<file path="src/rtl/reg16_file.sv">
// 16-bit register-pair file (BC, DE, WZ, HL, SP, PC) with a shared source bus,
// inc/dec write path and WZ byte loads. Optional REG16_CONFLICT_CHECK_EN adds a
// sticky multi-source read flag with its own clear input.
module reg16_pair #(
  parameter logic [15:0] RST = 16'h0000
) (
  input  logic        i_Clk,
  input  logic        i_Reset_n,
  input  logic        i_We_Lo,
  input  logic        i_We_Hi,
  input  logic [15:0] i_D,
  output logic [15:0] o_Q
);
  logic [15:0] r_q;

  always_ff @(posedge i_Clk or negedge i_Reset_n) begin
    if (!i_Reset_n) begin
      r_q <= RST;
    end else begin
      if (i_We_Lo) r_q[7:0]  <= i_D[7:0];
      if (i_We_Hi) r_q[15:8] <= i_D[15:8];
    end
  end

  assign o_Q = r_q;
endmodule

module reg16_file #(
  parameter logic [15:0] SP_RESET = 16'hFFFE,
  parameter logic [15:0] PC_RESET = 16'h0000
) (
  input  logic        i_Clk,
  input  logic        i_Reset_n,
  input  logic [5:0]  i_Read16,
  input  logic [5:0]  i_Write16,
  input  logic [1:0]  i_Increment16,
  input  logic        i_Address_Out,
  input  logic [7:0]  i_Data8,
  input  logic        i_Load_Z,
  input  logic        i_Load_W,
`ifdef REG16_CONFLICT_CHECK_EN
  input  logic        i_Conflict_Clear,
`endif
  output logic [15:0] o_Bus16,
  output logic [15:0] o_Address,
  output logic [15:0] o_BC,
  output logic [15:0] o_DE,
  output logic [15:0] o_HL,
  output logic [15:0] o_SP,
  output logic [15:0] o_PC,
  output logic        o_Conflict
);
  localparam int NUM_PAIRS = 6;
  localparam logic [NUM_PAIRS-1:0][15:0] RST_VALS =
    {PC_RESET, SP_RESET, 16'h0000, 16'h0000, 16'h0000, 16'h0000};

  logic [NUM_PAIRS-1:0][15:0] w_pair;
  logic [NUM_PAIRS-1:0][15:0] w_d;
  logic [NUM_PAIRS-1:0]       w_we_lo;
  logic [NUM_PAIRS-1:0]       w_we_hi;
  logic [15:0]                w_bus;
  logic [15:0]                w_wr;
  logic [15:0]                r_address;

  always_comb begin
    w_bus = 16'h0000;
    for (int i = 0; i < NUM_PAIRS; i++)
      if (i_Read16[i]) w_bus = w_bus | w_pair[i];
  end

  always_comb begin
    case (i_Increment16)
      2'b01:   w_wr = w_bus + 16'd1;
      2'b10:   w_wr = w_bus - 16'd1;
      default: w_wr = w_bus;
    endcase
  end

  // A 16-bit write to WZ overrides both byte loads.
  always_comb begin
    w_we_lo = i_Write16;
    w_we_hi = i_Write16;
    w_d     = {NUM_PAIRS{w_wr}};
    if (!i_Write16[2]) begin
      w_we_lo[2] = i_Load_Z;
      w_we_hi[2] = i_Load_W;
      w_d[2]     = {i_Data8, i_Data8};
    end
  end

  for (genvar g = 0; g < NUM_PAIRS; g++) begin : g_pair
    reg16_pair #(.RST(RST_VALS[g])) u_pair (
      .i_Clk     (i_Clk),
      .i_Reset_n (i_Reset_n),
      .i_We_Lo   (w_we_lo[g]),
      .i_We_Hi   (w_we_hi[g]),
      .i_D       (w_d[g]),
      .o_Q       (w_pair[g])
    );
  end

  always_ff @(posedge i_Clk or negedge i_Reset_n) begin
    if (!i_Reset_n)         r_address <= 16'h0000;
    else if (i_Address_Out) r_address <= w_bus;
  end

`ifdef REG16_CONFLICT_CHECK_EN
  logic r_conflict;
  logic w_multi;
  assign w_multi = |(i_Read16 & (i_Read16 - 6'd1));

  // Set has priority over clear.
  always_ff @(posedge i_Clk or negedge i_Reset_n) begin
    if (!i_Reset_n)            r_conflict <= 1'b0;
    else if (w_multi)          r_conflict <= 1'b1;
    else if (i_Conflict_Clear) r_conflict <= 1'b0;
  end
  assign o_Conflict = r_conflict;
`else
  assign o_Conflict = 1'b0;
`endif

  assign o_Bus16   = w_bus;
  assign o_Address = r_address;
  assign o_BC      = w_pair[0];
  assign o_DE      = w_pair[1];
  assign o_HL      = w_pair[3];
  assign o_SP      = w_pair[4];
  assign o_PC      = w_pair[5];
endmodule

</file>
<file path="config.mk">
export PLATFORM = sky130hd
export DESIGN_NAME = reg16_file
export DESIGN_NICKNAME = d
export VERILOG_FILES = /design/src/rtl/reg16_file.sv
export SDC_FILE = /design/constraint.sdc
export NUM_CORES = 1
export LEC_CHECK = 0
export CORE_ASPECT_RATIO = 2
export CORE_MARGIN = 4
export CORE_UTILIZATION = 40
export CTS_BUF_LIST = sky130_fd_sc_hd__clkbuf_2 sky130_fd_sc_hd__clkbuf_4 sky130_fd_sc_hd__clkbuf_8
export DETAILED_ROUTE_END_ITERATION = 12
export GPL_ROUTABILITY_DRIVEN = 0
export HOLD_SLACK_MARGIN = 0.12
export PLACE_DENSITY = 0.69
export SYNTH_ARGS = -nofsm -noshare
export SYNTH_HDL_FRONTEND = slang
export SYNTH_SLANG_ARGS = --single-unit
</file>
<file path="constraint.sdc">
create_clock -name i_Clk -period 2.85 [get_ports i_Clk]
set_input_delay 0.285 -clock i_Clk [delete_from_list [all_inputs] [get_ports i_Clk]]
set_output_delay 0.285 -clock i_Clk [all_outputs]
set_load 0.02 [all_outputs]
</file>
After elaboration in Yosys (flattened, before gate mapping) --
Cells that the tools add are included. Widths: inputs -> output; s select.
Cells by class: add/sub/neg operators 2, $mul 0, divide/modulo/power cells 0, magnitude comparators 0, equal/unequal tests 2, shift operators 0, mux-type cells 10, bitwise logic cells 5, reduce and logical (&&, ||, !) cells 0
Operators with widths (number):
- $mux 16 | 7
- $or 16x16->16 | 5
- $pmux 16 s2 | 1
- $add 16x1->16 const B | 1
- $sub 16x1->16 const B | 1
- $eq 2x1->1 const B | 1
- $eq 2x2->1 const B | 1
- $mux 1 | 2
Word-level totals: bits in registers 112, bits in latches 0, bits in writable memories 0, memory bits (read-only) 0, output and inout bits 113, logic and storage cells 27, memories 0

Logic depth before layout (Yosys ltp) --
word-level depth 14, depth in mapped cells 14, mapped depth without buffers 13

Hierarchy --
A second synthesis with hierarchy kept.
Unflattened totals: cells, all modules 494, area, all modules 6256.0 um^2
By module, submodules not included:
- reg16_pair (g_pair[0].u_pair ...) | times used 5, cells each 34, area each 663.1 um^2, seq. area each 400.4 um^2
- reg16_file | times used 1, cells each 290, area each 2258.4 um^2, seq. area each 400.4 um^2
- reg16_pair (g_pair[4].u_pair) | times used 1, cells each 34, area each 681.9 um^2, seq. area each 419.2 um^2

Worst setup path after synthesis --
Ideal clock, no wire load.
path kind reg2reg, start point register g_pair[0].u_pair.r_q[1], end point register g_pair[2].u_pair.r_q[13], setup time 0.137 ns, arrival time 3.226 ns, slack -0.513 ns, cell stages (with the launch flop) 14, buffers on the path 0, clock period less this slack 3.363 ns, cell sequence dfrtp_1 a22oi_1 nand2_1 a221oi_1 inv_1 ha_1 nor3_1 nor2_1 and3b_1 o31ai_4 a21oi_1 or3_1 a31oi_2 a21oi_1
On the way: word-level cells in the longest chain between the ends 14, elaborated cells between the ends (all ways) 15
Ends and longest elaborated chain:
- start: declaration | line 14 | logic [15:0] r_q;
- start signal: assignment | line 20 | if (i_We_Lo) r_q[7:0] <= i_D[7:0];
- $mux 16 * | line 68 | if (i_Read16[i]) w_bus = w_bus | w_pair[i];
- $or 16x16->16 | line 68
- $mux 16 * | line 68
- $or 16x16->16 | line 68
- $mux 16 * | line 68
- $or 16x16->16 | line 68
- $mux 16 * | line 68
- $or 16x16->16 | line 68
- $mux 16 * | line 68
- $or 16x16->16 | line 68
- $mux 16 * | line 68
- named net o_Bus16[1] | line 44 | output logic [15:0] o_Bus16,
- $sub 16x1->16 or $add 16x1->16 (tied branches) | line 74, 73
- $pmux 16 s2 * | line 72 | case (i_Increment16)
- $mux 16 * | line 84 | if (!i_Write16[2]) begin
- end signal: assignment | line 21 | if (i_We_Hi) r_q[15:8] <= i_D[15:8];
- end: declaration | line 14
Mark *: on every way through the listed nets, which the timed path passes. The rest lies on a longest branch. A chain may end at the register's enable or synchronous reset.

Worst setup path in the final report --
start point register g_pair[1].u_pair.r_q[1], end point register g_pair[3].u_pair.r_q[13]
On the way: word-level cells in the longest chain between the ends 12, elaborated cells between the ends (all ways) 13
Ends and longest elaborated chain (line):
- start: declaration | 14
- start signal: assignment | 20
- $or 16x16->16 * | 68
- $mux 16 * | 68
- $or 16x16->16 | 68
- $mux 16 * | 68
- $or 16x16->16 | 68
- $mux 16 * | 68
- $or 16x16->16 | 68
- $mux 16 * | 68
- $or 16x16->16 | 68
- $mux 16 * | 68
- $sub 16x1->16 or $add 16x1->16 (tied branches) | 74, 73
- $pmux 16 s2 * | 72
- end signal: assignment | 21
- end: declaration | 14
Every way passes the cells marked *; elsewhere a longest branch is shown, timed or not.

==> run metrics <==
count of boundary I/O pins=140; number of buffer and inverter instances along the worst setup path=2; reg2reg setup slack=-0.28 ns; DR WL/cell=21.1 um; first-iteration detailed-routing DRC count=541; path depth of the worst reg2reg path=14; clock input transition at the sequential cells of the worst setup and hold paths=0.12 ns; number of warnings issued by yosys=0; Comb pwr share=50.8%; number of buffer cells added on primary ports=138; Pre-antenna DRT Iters=5; H-tree depth=3; detailed-route via count=6127; met3 track demand over resource in global routing=3.84%; Psw=0.00275 W; share of the synthesized area in the top cell type=41.9%; CP Data Arrival Time=3.41 ns; Clk Latency, worst-skew pair=0.39 ns; Initial Util=40.6%; worst setup path endpoint=g_pair[3].u_pair.o_Q[13]$_DFFE_PN0P_; layout cell share with drive strength beyond 1=31.7%; diode insertion count for antenna repair=0; count of unique library cells instantiated by Yosys=49; share of flip-flops with an asynchronous set or reset=100%; CTS tree=built; GR met1 Demand/Resource=30.0%; final worst slack=-0.281 ns; Clk Tree Root Cell=sky130_fd_sc_hd__clkbuf_8; wire length of the first global-routing pass=33900 um; total wire length after detailed routing=22200 um; largest area contributor in the netlist=sky130_fd_sc_hd__dfrtp_1; cell-by-cell listing of the critical path=a22oi_2, nand2_2, a221oi_4, buf_4, inv_4, ha_4, a21oi_2, nand4_1, and3b_2, o31ai_4, a21oi_2, or3_4, a31oi_4, a21oi_1; total power after layout=0.00679 W; family with the most delay on the worst path=compound AO/OA/AOI/OAI gates; max-capacitance violation count=0; critical register-to-register path startpoint=g_pair[1].u_pair.o_Q[1]$_DFFE_PN0P_; DP Wirelength=16400 um; global routing usage summed across all routing layers=26.8%; EDFF count, synth=0; post-route fraction of the period consumed by the critical path=110%; worst ir drop on vdd=412 uV; Total Die Area=16600 um2; synth top area cells=sky130_fd_sc_hd__dfrtp_1, sky130_fd_sc_hd__a21oi_1, sky130_fd_sc_hd__dfstp_2; Critical Path Most Common Cell=sky130_fd_sc_hd__a21oi_2; count of nets left with antenna violations after detail routing=0; fmax=319 MHz; post-placement setup slack=-0.790 ns; Crit. Startpoint=g_pair[1].u_pair.o_Q[1]$_DFFE_PN0P_; critical path required time=3.13 ns; register bit count reported by yosys=112; cell depth of the worst setup path=14; kind of path behind the tightest hold check=input pin to async pin; vertical die dimension=178 um; Critical Setup Path Class=register to register; Netlist Area Pre-Place=5800 um2; setup repair after global routing missed its margin=true; PwrDens=756 nW/um2; peak per-stage delay on the critical path=0.43 ns; Internal Power=0.00404 W; post-synthesis compound-gate area fraction=23.8%; Floorplan Core Area=14300 um2; largest family of logic cells by synthesized area=compound AO/OA/AOI/OAI gates; standard-cell row count=62; Pins Over Slew Limit=0; static leakage=3.59 nW; Clock Sink Count=112; maximum number of buffers from clock root to sink=2; Period minus WS final=3.13 ns; Reg-to-Reg End=g_pair[3].u_pair.o_Q[13]$_DFFE_PN0P_; synth cell count leaders=sky130_fd_sc_hd__a21oi_1, sky130_fd_sc_hd__dfrtp_1, sky130_fd_sc_hd__nor2_1, sky130_fd_sc_hd__a22oi_1, sky130_fd_sc_hd__nand3_1; Syn Area/Cell=9.27 um2; CP max-delay cell=sky130_fd_sc_hd__dfrtp_2; xor and xnor fraction of the mapped netlist area=1.36%; area added between synthesis and finish=55.0%; pin slew with the least headroom to its limit=0.813 ns; vias per cell=5.80; most used standard cell by instance count after synthesis=sky130_fd_sc_hd__a21oi_1; number of antenna violations at the first check in global routing=0; Sw Ratio=40.5%; synthesized-area fraction occupied by and/or/nand/nor cells=14.2%; multiplexer share of the synthesized area=3.80%; run status=finished, violations left; crit path max fanout=6; Inserted Clock Buffers=9; number of global-route vias before repair=6324; Synthesized Nets=668; Die X=93.1 um; TNS Setup=-5.60 ns; Setup Skew=0.0134 ns; most crowded layer after global routing=met2; Max-slew headroom=45.2%; adder and majority cell fraction of the synthesized area=3.58%; Final Net Count=902; CP Capture Type=register; Hold Vio Cnt, Final=0; synthesized netlist cell count=625; most used flip-flop cell after synthesis=sky130_fd_sc_hd__dfrtp_1; final setup violation count=42; element type at the critical path start=register; Seq pwr share=34.8%; met2 track demand over resource in global routing=47.7%; violated checks=setup timing; Overflow after GRT=0; DRC viols=0; largest net degree at the start of global routing=71; part of the total power dissipated in the clock network=14.3%; portion of the post-synthesis area used by sequential elements=48.7%
metal layers:
layer,routed length (um),vias up
met2,12100,269
met4,1180,0
met5,0,-
met1,7810,3065
li1,-,2716
met3,1180,77
registers in the layout, summed over array words and instances, names as in the netlist:
register / count
o_Address: 16
g_pair.u_pair.o_Q: 96
power groups by stage:
stage               Clock, W  Combinational [W]  Sequential (W)
finish              0.000975            0.00345         0.00237
global route         0.00105            0.00366         0.00241
CTS                 0.000997            0.00332         0.00236
detailed placement         0            0.00317         0.00238
global placement           0            0.00310         0.00237
floorplan                  0            0.00109         0.00274
area by class of cell:
cell class,count,area [um2]
Clock inverter,7,77.6
Clock buffer,9,124
Multi-Input combinational cell,447,3220
Timing Repair Buffer,272,2440
Sequential cell,112,2820
Tap cell,192,240
Fill cell,1205,5290
Inverter,17,66.3
worst min-delay path by stage:
stage / start / end / cells after the start
2_1_floorplan: i_Reset_n / g_pair[0].u_pair.o_Q[0]$_DFFE_PN0P_ / 0
3_3_place_gp: i_Reset_n / g_pair[5].u_pair.o_Q[10]$_DFFE_PN0P_ / 1
3_5_place_dp: i_Reset_n / g_pair[5].u_pair.o_Q[10]$_DFFE_PN0P_ / 1
4_1_cts: i_Reset_n / g_pair[5].u_pair.o_Q[10]$_DFFE_PN0P_ / 2
5_1_grt: i_Reset_n / g_pair[5].u_pair.o_Q[10]$_DFFE_PN0P_ / 2
6_report: i_Reset_n / g_pair[5].u_pair.o_Q[10]$_DFFE_PN0P_ / 2
timing repair:
item / 4_1_cts / 5_1_grt
hold buffers: 1 / 0
pin swaps: 45 / 43
endpoints found under the hold margin: 37 / 0
setup endpoints to repair: 60 / 64
gates resized for setup: 54 / 36
buffers inserted: 8 / 5
metrics by stage:
| step | util, % | std cells | hold slack (ns) | area, um2 |
|---|---|---|---|---|
| 2_1_floorplan | - | 625 | -0.0106 | 5990 |
| 3_3_place_gp | 58.7 | 1030 | 0.321 | 8380 |
| 3_5_place_dp | 58.7 | 1030 | 0.326 | 8380 |
| 4_1_cts | 61.7 | 1053 | 0.437 | 8810 |
| 5_1_grt | 63.0 | 1056 | 0.458 | 8990 |
| 6_report | 63.0 | 1056 | 0.422 | 8990 |
cells by family (layout without fill, tap and decap cells):
group	count (synthesis)	count (layout)
other	1	1
adder cells (fa/ha/maj)	16	16
buffers and inverters	66	305
multiplexers	20	20
XOR/XNOR	9	9
flip-flops	112	112
AO/OA/AOI/OAI	222	222
AND/OR/NAND/NOR	179	179
cell usage in the layout, fill, tap and decap left out, drive strengths merged, types with 2 or more instances in the layout:
master and instances:
a211oi 16, a21boi 2, a21o 2, a21oi 106
a221oi 3, a22oi 45, a31oi 10, and3 5
buf 134, clkbuf 9, clkdlybuf4s50 131, clkinv 5
dfrtp 97, dfstp 15, dlygate4sd2 6, ha 15
inv 18, mux2 16, mux2i 4, nand2 14
nand3 41, nand4 3, nor2 83, nor2b 18
nor3 2, o211ai 2, o21a 5, o21ai 21
o21bai 2, o31ai 3, or2 3, or3 7
xnor2 6, xor2 3
worst reg2reg max path: cells and delay by family, from the launching register on:
kind | cells | cell delay [ns]
AOI/OAI and AO/OA | 7 | 1.30
and+or+nand+nor | 4 | 0.94
DFF | 1 | 0.43
buffers and inverters | 2 | 0.21
adders and majority gates | 1 | 0.15
Power figures use the tool's default switching activity.
